==> src/rtl/fetch_if.sv <==
// Fetch-stage bus: instruction-memory handshake, control from hazard/EX units,
// and the IF/ID register outputs toward decode.
interface fetch_if;
  logic        freeze;
  logic        branch_taken;
  logic [31:0] branch_addr;
  logic        imem_req;
  logic [31:0] imem_addr;
  logic        imem_ack;
  logic [31:0] imem_rdata;
  logic [31:0] PC_out;
  logic [31:0] instruction;
  logic        valid;

  modport master (
    input  freeze, branch_taken, branch_addr, imem_ack, imem_rdata,
    output imem_req, imem_addr, PC_out, instruction, valid
  );

  modport slave (
    output freeze, branch_taken, branch_addr, imem_ack, imem_rdata,
    input  imem_req, imem_addr, PC_out, instruction, valid
  );
endinterface

==> src/rtl/fetch_stage.sv <==
// Instruction fetch with IF/ID register: owns the PC, runs the imem req/ack
// handshake, and applies freeze (via a one-entry skid buffer) and branch flush.
module fetch_stage #(
  parameter logic [31:0] RESET_PC = 32'h0000_0000,
  parameter logic [31:0] PC_STEP  = 32'd4
) (
  input  logic clk,
  input  logic rst,
  fetch_if.master bus
);

  localparam logic [1:0] ST_REQ   = 2'd0;
  localparam logic [1:0] ST_HOLD  = 2'd1;
  localparam logic [1:0] ST_DRAIN = 2'd2;

  logic [1:0]  r_state;
  logic [31:0] r_pc;
  logic [31:0] r_target;
  logic [31:0] r_skid_pc;
  logic [31:0] r_skid_instr;
  logic [31:0] r_pc_out;
  logic [31:0] r_instr;
  logic        r_valid;

  logic        w_req;
  logic        w_ack;
  logic [31:0] w_pc_next;

  // The request drops with reset itself, not one edge later.
  assign w_req     = !rst && ((r_state == ST_REQ) || (r_state == ST_DRAIN));
  assign w_ack     = w_req && bus.imem_ack;
  assign w_pc_next = r_pc + PC_STEP;

  // In DRAIN the PC is untouched until the ack, so it still holds the old address.
  assign bus.imem_req    = w_req;
  assign bus.imem_addr   = r_pc;
  assign bus.PC_out      = r_pc_out;
  assign bus.instruction = r_instr;
  assign bus.valid       = r_valid;

  always_ff @(posedge clk or posedge rst) begin
    if (rst) begin
      r_state      <= ST_REQ;
      r_pc         <= RESET_PC;
      r_target     <= 32'd0;
      r_skid_pc    <= 32'd0;
      r_skid_instr <= 32'd0;
      r_pc_out     <= 32'd0;
      r_instr      <= 32'd0;
      r_valid      <= 1'b0;
    end else begin
      case (r_state)
        ST_REQ: begin
          if (bus.branch_taken) begin
            r_instr      <= 32'd0;
            r_valid      <= 1'b0;
            r_skid_pc    <= 32'd0;
            r_skid_instr <= 32'd0;
            if (w_ack) begin
              r_pc <= bus.branch_addr;
            end else begin
              r_target <= bus.branch_addr;
              r_state  <= ST_DRAIN;
            end
          end else if (w_ack) begin
            r_pc <= w_pc_next;
            if (bus.freeze) begin
              r_skid_pc    <= w_pc_next;
              r_skid_instr <= bus.imem_rdata;
              r_state      <= ST_HOLD;
            end else begin
              r_pc_out <= w_pc_next;
              r_instr  <= bus.imem_rdata;
              r_valid  <= 1'b1;
            end
          end else if (!bus.freeze) begin
            r_instr <= 32'd0;
            r_valid <= 1'b0;
          end
        end

        ST_HOLD: begin
          if (bus.branch_taken) begin
            r_instr      <= 32'd0;
            r_valid      <= 1'b0;
            r_skid_pc    <= 32'd0;
            r_skid_instr <= 32'd0;
            r_pc         <= bus.branch_addr;
            r_state      <= ST_REQ;
          end else if (!bus.freeze) begin
            r_pc_out     <= r_skid_pc;
            r_instr      <= r_skid_instr;
            r_valid      <= 1'b1;
            r_skid_pc    <= 32'd0;
            r_skid_instr <= 32'd0;
            r_state      <= ST_REQ;
          end
        end

        ST_DRAIN: begin
          r_instr <= 32'd0;
          r_valid <= 1'b0;
          // A branch arriving with the ack is the newest target and wins.
          if (w_ack) begin
            r_pc    <= bus.branch_taken ? bus.branch_addr : r_target;
            r_state <= ST_REQ;
          end else if (bus.branch_taken) begin
            r_target <= bus.branch_addr;
          end
        end

        default: r_state <= ST_REQ;
      endcase
    end
  end

endmodule

==> src/flat_wrapper.sv <==
// flat-port wrapper written by rule: the top's interface ports become plain ports
module fetch_stage_flat 
#(
  parameter logic [31:0] RESET_PC = 32'h0000_0000,
  parameter logic [31:0] PC_STEP  = 32'd4
)
  (clk, rst, bus_freeze, bus_branch_taken, bus_branch_addr, bus_imem_ack, bus_imem_rdata, bus_imem_req, bus_imem_addr, bus_PC_out, bus_instruction, bus_valid);
  fetch_if bus_i ();
  input  logic clk;
  input  logic rst;
  input wire logic [$bits(bus_i.freeze)-1:0] bus_freeze;
  input wire logic [$bits(bus_i.branch_taken)-1:0] bus_branch_taken;
  input wire logic [$bits(bus_i.branch_addr)-1:0] bus_branch_addr;
  input wire logic [$bits(bus_i.imem_ack)-1:0] bus_imem_ack;
  input wire logic [$bits(bus_i.imem_rdata)-1:0] bus_imem_rdata;
  output wire logic [$bits(bus_i.imem_req)-1:0] bus_imem_req;
  output wire logic [$bits(bus_i.imem_addr)-1:0] bus_imem_addr;
  output wire logic [$bits(bus_i.PC_out)-1:0] bus_PC_out;
  output wire logic [$bits(bus_i.instruction)-1:0] bus_instruction;
  output wire logic [$bits(bus_i.valid)-1:0] bus_valid;
  assign bus_i.freeze = bus_freeze;
  assign bus_i.branch_taken = bus_branch_taken;
  assign bus_i.branch_addr = bus_branch_addr;
  assign bus_i.imem_ack = bus_imem_ack;
  assign bus_i.imem_rdata = bus_imem_rdata;
  assign bus_imem_req = bus_i.imem_req;
  assign bus_imem_addr = bus_i.imem_addr;
  assign bus_PC_out = bus_i.PC_out;
  assign bus_instruction = bus_i.instruction;
  assign bus_valid = bus_i.valid;
  fetch_stage #(.RESET_PC(RESET_PC), .PC_STEP(PC_STEP)) u_core (.clk(clk), .rst(rst), .bus(bus_i));
endmodule
==> config.mk <==
export PLATFORM = sky130hd
export DESIGN_NAME = fetch_stage_flat
export DESIGN_NICKNAME = d
export VERILOG_FILES = /design/src/rtl/fetch_if.sv /design/src/rtl/fetch_stage.sv /design/src/flat_wrapper.sv
export SDC_FILE = /design/constraint.sdc
export NUM_CORES = 1
export LEC_CHECK = 0
export ABC_AREA = 1
export BUFFER_PORTS_ARGS = -buffer_cell sky130_fd_sc_hd__buf_4
export CORE_ASPECT_RATIO = 1.1
export CORE_MARGIN = 4
export CORE_UTILIZATION = 46
export CTS_CLUSTER_SIZE = 10
export DETAILED_ROUTE_END_ITERATION = 6
export GPL_TIMING_DRIVEN = 0
export PLACE_DENSITY = 0.76
export SLEW_MARGIN = 25
export SYNTH_ARGS = -nofsm -noshare
export SYNTH_HDL_FRONTEND = slang
export SYNTH_SLANG_ARGS = --single-unit
==> constraint.sdc <==
create_clock -name clk -period 6.8 [get_ports clk]
set_input_delay 1.36 -clock clk [delete_from_list [all_inputs] [get_ports clk]]
set_output_delay 1.36 -clock clk [all_outputs]
set_load 0.005 [all_outputs]
==> out/metrics.cfg <==
[outcome]
status = complete, no violations

[placement]
gp_congestion = 0.9416
place.port_buffers = 166
pre_cts_ws_ns = 2.902
hpwl_mm = 25.08

[flow_run]
drv_cap = 0

[route]
wirelength_mm = 32.83
vias_per_cell = 5.530
vias = 10290
dr.pass1.iters = 6
drcViolationCount = 0
drt_iter0_markers = 843
antenna_left = 0
routedWlPerCell_um = 17.64

[pwr]
ir_worst_vdd_uv = 220.6
leakage_uw = 0.005928
power.density_nw_per_um2 = 463.5
total_power_uw = 5763

[layout]
antennaDiodeCount = 0
fin_util_pct = 57.81
syn_to_final_growth_pct = 22.57
layout-drive-gt1-share_pct = 16.17
fin_nets = 1632

[worst_setup_path]
critical-path-max-stage-delay_ns = 0.54
cp.required_ns = 5.44
critPathMaxFanout = 10
cp_slowest_cell = clkbuf_1
arrival_ns = 2.57
critPathCaptureType = output pin
worstPathCellList = inv_1 > ha_1 > clkbuf_1 > clkbuf_1 > nor2_1 > nor2_1 > buf_4
critPathKind = reg2out
start_kind = flop

[cts]
cts_resized = 0
numCtsBuffers = 17
cts-root-buf = clkbuf_16
h-tree-depth = 4
cts_buffer_depth = 2
clock_latency_ns = 0.44
hold_buffers = 0
postCtsSetupRepairBufs = 0
clock-sinks = 195
cts_tree = yes
path_clk_slew_ns = 0.08

[die]
die_h_um = 163.8
io_pins = 167
start_util_pct = 47.17
dieArea_um2 = 24500
fp.dieW_um = 149.6
core_area_um2 = 21510
std_cell_rows = 56

[synthesis]
yosys_warnings = 0
yosysTopAreaCellShare_pct = 48.09
ys_ff_latch = 195
ys_types = 33
netlist_top_cells_area = dfrtp_1, nand2_1, a21oi_1, o21ai_0, nor2_1
synth-edff-count = 0
seq_area_frac_synth_pct = 48.09
avgSynthCellArea_um2 = 7.422
syn_inst = 1367
yosysMostFrequentCell = nand2_1
synth_fp_nets = 1441
synth_commonest_cells = nand2_1, dfrtp_1, a21oi_1
yosysTopAreaCell = dfrtp_1
synthesis.area_um2 = 10150
synth_ff_type = dfrtp_1
async_reset_ff_share_pct = 100.0

[timing]
worstMarginPinSlew_ns = 0.7836
fin_crit_ns = 3.934
final-setup-viol-count = 0
fmax_ghz = 0.2542
fin_ws_ns = 2.866
hold_viol = 0
rsz0062_at_grt = false
maxSlewViolCount = 0
relSlewSlack_pct = 47.41
finalCritPeriodShare_pct = 57.85
skew_ns = 0.008160

[global_routing]
grt_overflow = 0
grt_max_degree = 33
grt_pass1_wl_mm = 51.73
antenna_found_initial = 0
grt_use_total_pct = 26.79
grt_pass1_vias = 9885

[hold_path]
worstHoldPathType = reg2reg

placed cells by master (no fill, tap or decap), drive strengths merged, types with 23 or more instances in the layout:
cell type | synthesis | routed
nand2 | 483 | 483
buf | 34 | 206
dfrtp | 195 | 195
a21oi | 164 | 164
o21ai | 147 | 147
nor2 | 104 | 104
inv | 65 | 72
clkbuf | 50 | 69
a31oi | 29 | 29
nand3 | 24 | 24
nor3 | 23 | 23
path summary, 6_finish.rpt:
path                                               to                      start  cells past startpoint  slack [ns]
max                                      bus_imem_req          u_core.r_state[0]                      7        2.87
min                         u_core.bus.instruction[4]  u_core.bus.instruction[4]                      2        0.49
max reg2reg                u_core.bus.instruction[30]          u_core.r_state[1]                      8        4.24
min reg2reg                 u_core.bus.instruction[4]  u_core.bus.instruction[4]                      2        0.49
max in group asynchronous       u_core.bus.PC_out[17]                        rst                      6        4.52
min in group asynchronous          u_core.r_target[9]                        rst                      2        1.02
final cells by class:
type                       count  area (um^2)
inverter                      65        247.7
clock inverter                13        113.9
tap                          290        362.8
sequential                   195         4880
fill                        2019         9075
timing repair buffer         172         1366
multi-input combinational   1023         4657
buffer                        84        365.4
clock buffer                  19        442.9
power breakdown:
part	switching, uW	total (uW)	internal (uW)
Sequential	392	2050	1660
Clock	496	988	492
Combinational	1730	2720	992
per-layer routing:
metal	vias to the layer above	part of all wire (%)	global-route usage, %
met1	4875	41	35.52
met4	0	2.9	9.530
met3	73	7.7	3.532
met2	473	49	45.29
li1	4870	-	-
met5	-	0	0
flip-flops by register name, summed over array words and instances (netlist names):
| signal | count |
|---|---|
| u_core.bus.PC_out | 32 |
| u_core.bus.imem_addr | 32 |
| u_core.bus.instruction | 32 |
| u_core.bus.valid | 1 |
| u_core.r_skid_instr | 32 |
| u_core.r_skid_pc | 32 |
| u_core.r_state | 2 |
| u_core.r_target | 32 |
stage by stage:
step                      setup TNS, ns  instance area, um^2  instances  hold WS, ns
final                                 0                12440       1861       0.4865
after detailed placement              0                11880       1829       0.4740
after global placement           -98.50                11760       1823       0.4663
after global routing                  0                12440       1861       0.5129
after CTS                             0                12440       1861       0.4918
after floorplan                       0                10150       1367       0.4520
worst max-delay path: cells and delay by family, from the launching register on:
family | cells | cell delay (ns)
adders and majority gates | 1 | 0.28
buffers and inverters | 4 | 1.17
DFF | 1 | 0.45
and+or+nand+nor | 2 | 0.23
kinds of logic (layout without fill, tap and decap cells):
group	count (synthesis)	count (layout)	synth area share, %
xor gates and xnor gates	15	15	1.295
AOI/OAI and AO/OA	359	359	18.87
DFF	195	195	48.09
adders and majority gates	5	5	0.6166
and+or+nand+nor	644	644	25.12
buffers and inverters	149	353	6.006
Power figures use the tool's default switching activity.
